--- src/rtl/board_store.sv ---
// Double-buffered Life generation store for the VGA cell renderer.
// Optional `freeze` input enabled by defining BOARD_STORE_FREEZE_EN.
module board_store #(
  parameter logic [63:0] INIT_PATTERN = 64'h0000_0000_0000_0E00,
  parameter int          GEN_W        = 16
) (
  input  logic             clk,
  input  logic             rst_n,
  input  logic             upd_valid,
  input  logic [63:0]      upd_data,
  output logic             upd_ready,
  input  logic             frame_end,
  input  logic [1:0]       array_pos,
  output logic [15:0]      alive,
  output logic [15:0]      alive_prev,
  output logic [63:0]      cur_board,
  output logic [GEN_W-1:0] gen_count,
  output logic             pending
`ifdef BOARD_STORE_FREEZE_EN
  ,
  input  logic             freeze
`endif
);

  typedef enum logic {IDLE, PENDING} state_t;

  state_t             state_q, state_d;
  logic [63:0]        cur_q, cur_d;
  logic [63:0]        prev_q, prev_d;
  logic [63:0]        staged_q, staged_d;
  logic [GEN_W-1:0]   gen_q, gen_d;
  logic               hold;

`ifdef BOARD_STORE_FREEZE_EN
  assign hold = freeze;
`else
  assign hold = 1'b0;
`endif

  always_ff @(posedge clk) begin
    if (!rst_n) begin
      state_q  <= IDLE;
      cur_q    <= INIT_PATTERN;
      prev_q   <= '0;
      staged_q <= '0;
      gen_q    <= '0;
    end else begin
      state_q  <= state_d;
      cur_q    <= cur_d;
      prev_q   <= prev_d;
      staged_q <= staged_d;
      gen_q    <= gen_d;
    end
  end

  always_comb begin
    state_d   = state_q;
    cur_d     = cur_q;
    prev_d    = prev_q;
    staged_d  = staged_q;
    gen_d     = gen_q;
    upd_ready = 1'b0;
    pending   = 1'b0;
    case (state_q)
      IDLE: begin
        // A frame_end arriving with the handshake only stages; commit waits for the next one.
        upd_ready = 1'b1;
        if (upd_valid) begin
          staged_d = upd_data;
          state_d  = PENDING;
        end
      end
      PENDING: begin
        pending = 1'b1;
        if (frame_end && !hold) begin
          prev_d  = cur_q;
          cur_d   = staged_q;
          gen_d   = gen_q + GEN_W'(1);
          state_d = IDLE;
        end
      end
      default: state_d = IDLE;
    endcase
  end

  assign alive      = cur_q[{array_pos, 4'b0000} +: 16];
  assign alive_prev = prev_q[{array_pos, 4'b0000} +: 16];
  assign cur_board  = cur_q;
  assign gen_count  = gen_q;

endmodule

--- config.mk ---
export PLATFORM = sky130hd
export DESIGN_NAME = board_store
export DESIGN_NICKNAME = d
export VERILOG_FILES = /design/src/rtl/board_store.sv
export SDC_FILE = /design/constraint.sdc
export NUM_CORES = 1
export LEC_CHECK = 0
export BUFFER_PORTS_ARGS = -buffer_cell sky130_fd_sc_hd__buf_4
export CORE_ASPECT_RATIO = 2
export CORE_MARGIN = 2
export CORE_UTILIZATION = 42
export CTS_CLUSTER_DIAMETER = 30
export DETAILED_ROUTE_END_ITERATION = 8
export PLACE_DENSITY = 0.68
export SLEW_MARGIN = 5
export SYNTH_ARGS = -nofsm -noshare
export SYNTH_HDL_FRONTEND = slang
export SYNTH_SLANG_ARGS = --single-unit
--- constraint.sdc ---
create_clock -name clk -period 2 [get_ports clk]
set_clock_uncertainty 0.2 [all_clocks]
set_input_delay 0.2 -clock clk [delete_from_list [all_inputs] [get_ports clk]]
set_output_delay 0.2 -clock clk [all_outputs]
set_load 0.005 [all_outputs]
==> results of run 1 <==
==> per-stage QoR <==
stage | hold WS [ns] | cell area (um2)
2_1_floorplan | 0.136 | 8030
3_3_place_gp | 0.236 | 9920
3_5_place_dp | 0.243 | 9920
4_1_cts | 0.116 | 11700
5_1_grt | 0.103 | 11800
6_report | 0.0670 | 11800
==> kinds of logic (layout without fill, tap and decap cells) <==
logic type / after synthesis / after routing
and+or+nand+nor: 432 / 432
DFF: 209 / 209
AOI/OAI and AO/OA: 200 / 200
buffers and inverters: 77 / 359
muxes: 32 / 32
xor gates and xnor gates: 10 / 10
adders and majority gates: 1 / 1
other: 0 / 1
==> power groups by stage <==
stage	combinational, mW	sequential [mW]	clock, mW
final	0.846	4.35	5.54
after global routing	0.919	4.36	5.76
after CTS	0.815	4.35	5.59
after detailed placement	0.692	4.44	0
after global placement	0.684	4.44	0
after floorplan	0.359	4.42	0
==> flip-flops by register name, indices dropped and copies added (netlist names) <==
signal     cells
gen_count     16
cur_board     64
state_q        1
prev_q        64
staged_q      64
==> layout make-up <==
type                            instances  area share (%)
Sequential cell                       209            35.5
Inverter                                4           0.170
Tap cell                              255            2.71
Timing Repair Buffer                  303            22.4
Clock inverter                         19            2.44
Multi-Input combinational cell        675            30.2
Antenna cell                            1          0.0212
Clock buffer                           33            6.54
==> metal layers <==
layer	part of all wire, %	global-route usage [%]	up-vias
met4	4.0	10.4	0
met3	4.0	2.48	55
met2	56	48.3	237
li1	-	-	3730
met5	0	0	-
met1	36	29.0	3751
==> worst reg2reg max path, delay by kind of cell, from the launching register on <==
| kind | cells | cell delay (ns) |
|---|---|---|
| buf+inv | 3 | 0.82 |
| compound gates | 1 | 0.15 |
| simple gates | 2 | 0.28 |
| flops | 1 | 0.33 |
==> synthesized netlist by cell type <==
cell type | n | area (um2)
sky130_fd_sc_hd__a21oi_1 | 194 | 971
sky130_fd_sc_hd__and2_1 | 1 | 6.26
sky130_fd_sc_hd__and4_1 | 2 | 17.5
sky130_fd_sc_hd__and4_2 | 1 | 10.0
sky130_fd_sc_hd__buf_1 | 10 | 37.5
sky130_fd_sc_hd__buf_2 | 12 | 60.1
sky130_fd_sc_hd__clkbuf_1 | 51 | 191
sky130_fd_sc_hd__clkinv_1 | 1 | 3.75
sky130_fd_sc_hd__dfxtp_1 | 209 | 4180
sky130_fd_sc_hd__ha_1 | 1 | 12.5
sky130_fd_sc_hd__inv_1 | 3 | 11.3
sky130_fd_sc_hd__mux4_2 | 32 | 721
sky130_fd_sc_hd__nand2_1 | 394 | 1480
sky130_fd_sc_hd__nand2b_1 | 2 | 12.5
sky130_fd_sc_hd__nand3_1 | 8 | 40.0
sky130_fd_sc_hd__nand3b_1 | 1 | 7.51
sky130_fd_sc_hd__nand4_1 | 4 | 25.0
sky130_fd_sc_hd__nand4_2 | 1 | 12.5
sky130_fd_sc_hd__nor2_1 | 10 | 37.5
sky130_fd_sc_hd__nor2b_1 | 1 | 6.26
sky130_fd_sc_hd__nor3_1 | 1 | 5.00
sky130_fd_sc_hd__nor4_1 | 2 | 12.5
sky130_fd_sc_hd__o21ai_0 | 1 | 5.00
sky130_fd_sc_hd__o311ai_0 | 1 | 8.76
sky130_fd_sc_hd__o31ai_1 | 3 | 22.5
sky130_fd_sc_hd__o41ai_1 | 1 | 8.76
sky130_fd_sc_hd__or2_4 | 1 | 8.76
sky130_fd_sc_hd__or4_1 | 3 | 22.5
sky130_fd_sc_hd__xnor2_1 | 4 | 35.0
sky130_fd_sc_hd__xor2_1 | 6 | 52.6
==> what timing repair did <==
| item | CTS | global route |
|---|---|---|
| hold endpoints to repair | 83 | 0 |
| hold buffers | 74 | 0 |
| setup buffers | 0 | 1 |
| setup endpoints to repair | 0 | 8 |
==> worst max path at each step <==
| stage | from | slack [ns] | end |
|---|---|---|---|
| after global routing | cur_board[17] | 0.002 | alive[1] |
| final | cur_board[17] | 0.01 | alive[1] |
| after floorplan | gen_count[3] | 0.27 | gen_count[13] |
| after global placement | gen_count[6] | 0.23 | gen_count[13] |
| after CTS | cur_board[17] | 0.01 | alive[1] |
| after detailed placement | gen_count[5] | 0.20 | gen_count[13] |
==> results.toml, run 1 <==
[worst_setup_path]
critPathMaxFanout = 4
r2r-start = "state_q"
path_buf_inv = 1
cp.arrival_ns = 1.59
worstReg2RegEnd = "staged_q[11]"
timing.critical_path.depth = 2
timing.reg2reg.worst_path_depth = 6
ordered_cell_list_for_the_critical_path = "mux4_2 -> buf_4"
endpoint_kind = "output pin"
crit_family = "multiplexers"
slowest_stage = "sky130_fd_sc_hd__mux4_2"
r2r_slack_ns = 0.16
timing.critical_path.required_ns = 1.60
criticalPathCategory = "register to output pin"
crit_path_max_incr_delay_ns = 0.52
crit_path_start_kind = "register"

[synth]
post_synthesis_compound_gate_area_fraction_pct = 12.7
synth-seq-cells = 209
synth.distinct_cells = 30
syn_inst = 961
main_combinational_cell_family_by_area_after_synthesis = "simple AND/OR/NAND/NOR gates"
synthXorXnorAreaFrac_pct = 1.09
syn-num-nets = 1032
synth-adder-area-share_pct = 0.156
yosysSeqAreaShare_pct = 52.1
postSynthAreaPerCell_um2 = 8.35
synth.area.mux_share_pct = 8.98
synth_simple_gate_area_share_pct = 21.2
synth_area_um2 = 8030
yosys_warnings = 0

[global_routing]
gr-usage-all-layers_pct = 25.8
grt_first_pass_wirelength_mm = 40.3
grt_remaining_overflow = 0
vias_in_the_first_global_route = 7488
grt_start_max_net_pins = 65
grt_antenna_before_repair = 1

[job]
timing.max_cap.violations = 0

[layout]
fillerInstances = 1602
multi_input_area_um2 = 3560
layout.cells.most_common_list = "sky130_fd_sc_hd__nand2_1, sky130_fd_sc_hd__buf_4, sky130_fd_sc_hd__dfxtp_1"
final_layout_size_suffix_gt1_share_pct = 25.7
final_net_count = 1292
most_common_cell_after_layout_fill_and_taps_aside = "sky130_fd_sc_hd__nand2_1"
syn_to_final_growth_pct = 46.7
final-seq-area_um2 = 4180
finalNonFillerCells = 1499
final_util_pct = 62.8

[timing]
finalWorstPathRequiredPeriod_ns = 1.99
layout_setup_ws_ns = 0.0122
grt_setup_unrepaired = "false"
report.final.setup_viol = 0
setup_tns_ns = 0
drv_slew = 0
fmaxAchievable_ghz = 0.503
worst_tran_pin_value_ns = 0.448
worst_slew_margin_rel_pct = 70.1
final_hold_viol_count = 0
timing.final.crit_share_pct = 99.4

[clock_network]
clkSinkCount = 209
htreeDepth = 1
clkSlewWorstSetupHoldPaths_ns = 0.06
cts.root.buffer_cell = "sky130_fd_sc_hd__clkbuf_16"
post_cts_resized = 0
cts_tree = "built"
cts_buffers = 28
clock_path_buffers = 3
clk_latency_worst_skew_pair_ns = 0.53

[place]
dpl.hpwl_mm = 18.4
pre_cts_setup_slack_ns = 0.199
routability_congestion_estimate_from_global_placement = 0.855
dp.cells = 1369
numPortBuffers = 183

[pwr]
power.switching_mw = 2.47
total_power_mw = 10.7
power_per_unit_of_standard_cell_area_nw_per_um2 = 911
seq_power_share_pct = 40.5
intPower_mw = 8.26
p_sw_share_pct = 23.0
peakVddDrop_mv = 0.783
reported_leakage_power_nw = 4.65
combinationalPowerShare_pct = 7.9
p_clk_share_pct = 51.6

[hold_path]
worst_hold_path.endpoint = "staged_q[10]"
worst_hold_path.num_cells = 5
min-delay-path-class = "primary input to register"
hold_start = "upd_valid"

[drt]
drt-total-wl_mm = 27.0
drt.antenna.violating_nets = 0
detail_route.iter0.violations = 488
routed_via_density = 5.19
dr_total_vias = 7773
route.detailed.wl_per_inst_um = 18.0
dr.pass1.iters = 4
drt_drc_violations_left = 0

[status]
outcome = "finished, final reports clean"

[floorplanning]
starting_density_of_the_core_pct = 42.8
floorplan.io_pins = 184
core_um2 = 18700
design.die.area_um2 = 20300
die_width_um = 102
chipHeight_um = 200
rows = 71
No activity file was read; power rests on OpenSTA's default activity.
==> inputs of run 2 (changes only) <==
--- a/config.mk
+++ b/config.mk
@@ -11,7 +11,6 @@
 export CORE_UTILIZATION = 42
 export CTS_CLUSTER_DIAMETER = 30
 export DETAILED_ROUTE_END_ITERATION = 8
-export PLACE_DENSITY = 0.68
 export SLEW_MARGIN = 5
 export SYNTH_ARGS = -nofsm -noshare
 export SYNTH_HDL_FRONTEND = slang
==> run 2 against run 1 <==
Count of clock-buffer cells in the layout increased by 3. Register-to-register slack lost 0.02 ns. Combinational power down 2%. Sequential share of layout area rose by 0.76 points. Flip-flop and latch count is the same.
==> results.toml, run 2 (same netlist as run 1, synthesis figures left out) <==
[worst_setup_path]
crit_path_start_kind = "register"
slowest_stage = "sky130_fd_sc_hd__mux4_2"
critPathMaxFanout = 4
ordered_cell_list_for_the_critical_path = "mux4_2 -> buf_4"
timing.critical_path.required_ns = 1.60
cp.arrival_ns = 1.56
endpoint_kind = "output pin"
criticalPathCategory = "register to output pin"
crit_path_max_incr_delay_ns = 0.49

[floorplanning]
starting_density_of_the_core_pct = 42.8
rows = 71
floorplan.io_pins = 184
die_width_um = 102
design.die.area_um2 = 20300
chipHeight_um = 200
core_um2 = 18700

[timing]
final_hold_viol_count = 0
finalWorstPathRequiredPeriod_ns = 1.96
report.final.setup_viol = 0
final.hold.worst_slack_ns = 0.240
drv_slew = 0
setup_tns_ns = 0
grt_setup_unrepaired = "false"
worst_slew_margin_rel_pct = 68.1
worst_tran_pin_value_ns = 0.479
timing.final.crit_share_pct = 98.0
fmaxAchievable_ghz = 0.510

[global_routing]
gr-usage-all-layers_pct = 26.2
grt_remaining_overflow = 0
grt_antenna_before_repair = 1
globalRouteMet1Util_pct = 29.7
grt_first_pass_wirelength_mm = 40.2
groute.layer.met3.usage_pct = 2.83
met2_usage_pct = 48.0
gr-max-usage-layer = "met2"
vias_in_the_first_global_route = 7212
grt_start_max_net_pins = 61

[drt]
drt.antenna.violating_nets = 0
drt_drc_violations_left = 0
routed_via_density = 5.11
drt-total-wl_mm = 27.3
route.detailed.wl_per_inst_um = 18.4
dr.pass1.iters = 5
detail_route.iter0.violations = 398
dr_total_vias = 7590

[job]
timing.max_cap.violations = 0

[layout]
syn_to_final_growth_pct = 43.7
most_common_cell_after_layout_fill_and_taps_aside = "sky130_fd_sc_hd__nand2_1"
final_net_count = 1279
final_layout_size_suffix_gt1_share_pct = 25.5
layout.cells.most_common_list = "sky130_fd_sc_hd__nand2_1, sky130_fd_sc_hd__buf_4, sky130_fd_sc_hd__dfxtp_1"

[clock_network]
clk_latency_worst_skew_pair_ns = 0.52
cts_buffers = 28
clkSlewWorstSetupHoldPaths_ns = 0.06
htreeDepth = 1
cts.root.buffer_cell = "sky130_fd_sc_hd__clkbuf_16"
clkSinkCount = 209
clock_path_buffers = 3
cts_tree = "built"

[place]
routability_congestion_estimate_from_global_placement = 0.845
dpl.hpwl_mm = 18.8
numPortBuffers = 183

[hold_path]
min-delay-path-class = "register to register"

[pwr]
peakVddDrop_mv = 0.727
power_per_unit_of_standard_cell_area_nw_per_um2 = 868
reported_leakage_power_nw = 4.50

[status]
outcome = "finished, final reports clean"
[run 2: worst max-delay path, delay by kind of cell, from the launching register on]
family,cells,cell delay (ns)
mux,1,0.49
flops,1,0.39
buf+inv,1,0.16
[run 2: layout make-up]
| cell class | count | area, um2 |
|---|---|---|
| Fill cell | 1704 | 7210 |
| Sequential cell | 209 | 4190 |
| Multi-Input combinational cell | 675 | 3560 |
| Timing Repair Buffer | 290 | 2500 |
| Clock buffer | 36 | 812 |
| Tap cell | 255 | 319 |
| Clock inverter | 16 | 126 |
| Inverter | 4 | 20.0 |
| Antenna cell | 1 | 2.50 |
[run 2: path summary, 6_finish.rpt]
check             cells after the start             to         start  slack, ns
setup / recovery                      2       alive[0]  cur_board[0]       0.04
hold / removal                        2  cur_board[57]  staged_q[57]       0.24
setup reg to reg                      4  gen_count[13]  gen_count[4]       0.14
hold reg to reg                       2  cur_board[57]  staged_q[57]       0.24
[run 2: power breakdown]
group          switching [mW]  internal, mW  total, mW
Clock                    1.93          2.90       4.83
Sequential             0.0749          4.27       4.35
Combinational           0.429         0.397      0.826
[run 2: through the flow]
step	power, mW	setup WS, ns	std cells	util [%]	instance area (um2)
final	10.0	0.0407	1486	61.5	11500
after floorplan	4.77	0.268	961	-	8030
after detailed placement	5.14	0.169	1364	52.7	9880
after global routing	10.3	0.00559	1486	61.5	11500
after CTS	10.1	0.0137	1484	61.3	11500
after global placement	5.13	0.192	1364	52.7	9880
[run 2: repair_timing]
action / 4_1_cts / 5_1_grt
resized for setup: 0 / 2
endpoints found under the setup margin: 0 / 2
hold buffers: 68 / 0
setup buffers: 0 / 1
hold endpoints to repair: 85 / 0
[run 2: per-layer routing]
metal / share of wire (%) / wire [um] / up-vias
li1: - / - / 3701
met1: 36 / 9970 / 3600
met2: 55 / 15000 / 235
met3: 4.1 / 1120 / 54
met5: 0 / 0 / -
met4: 4.7 / 1280 / 0
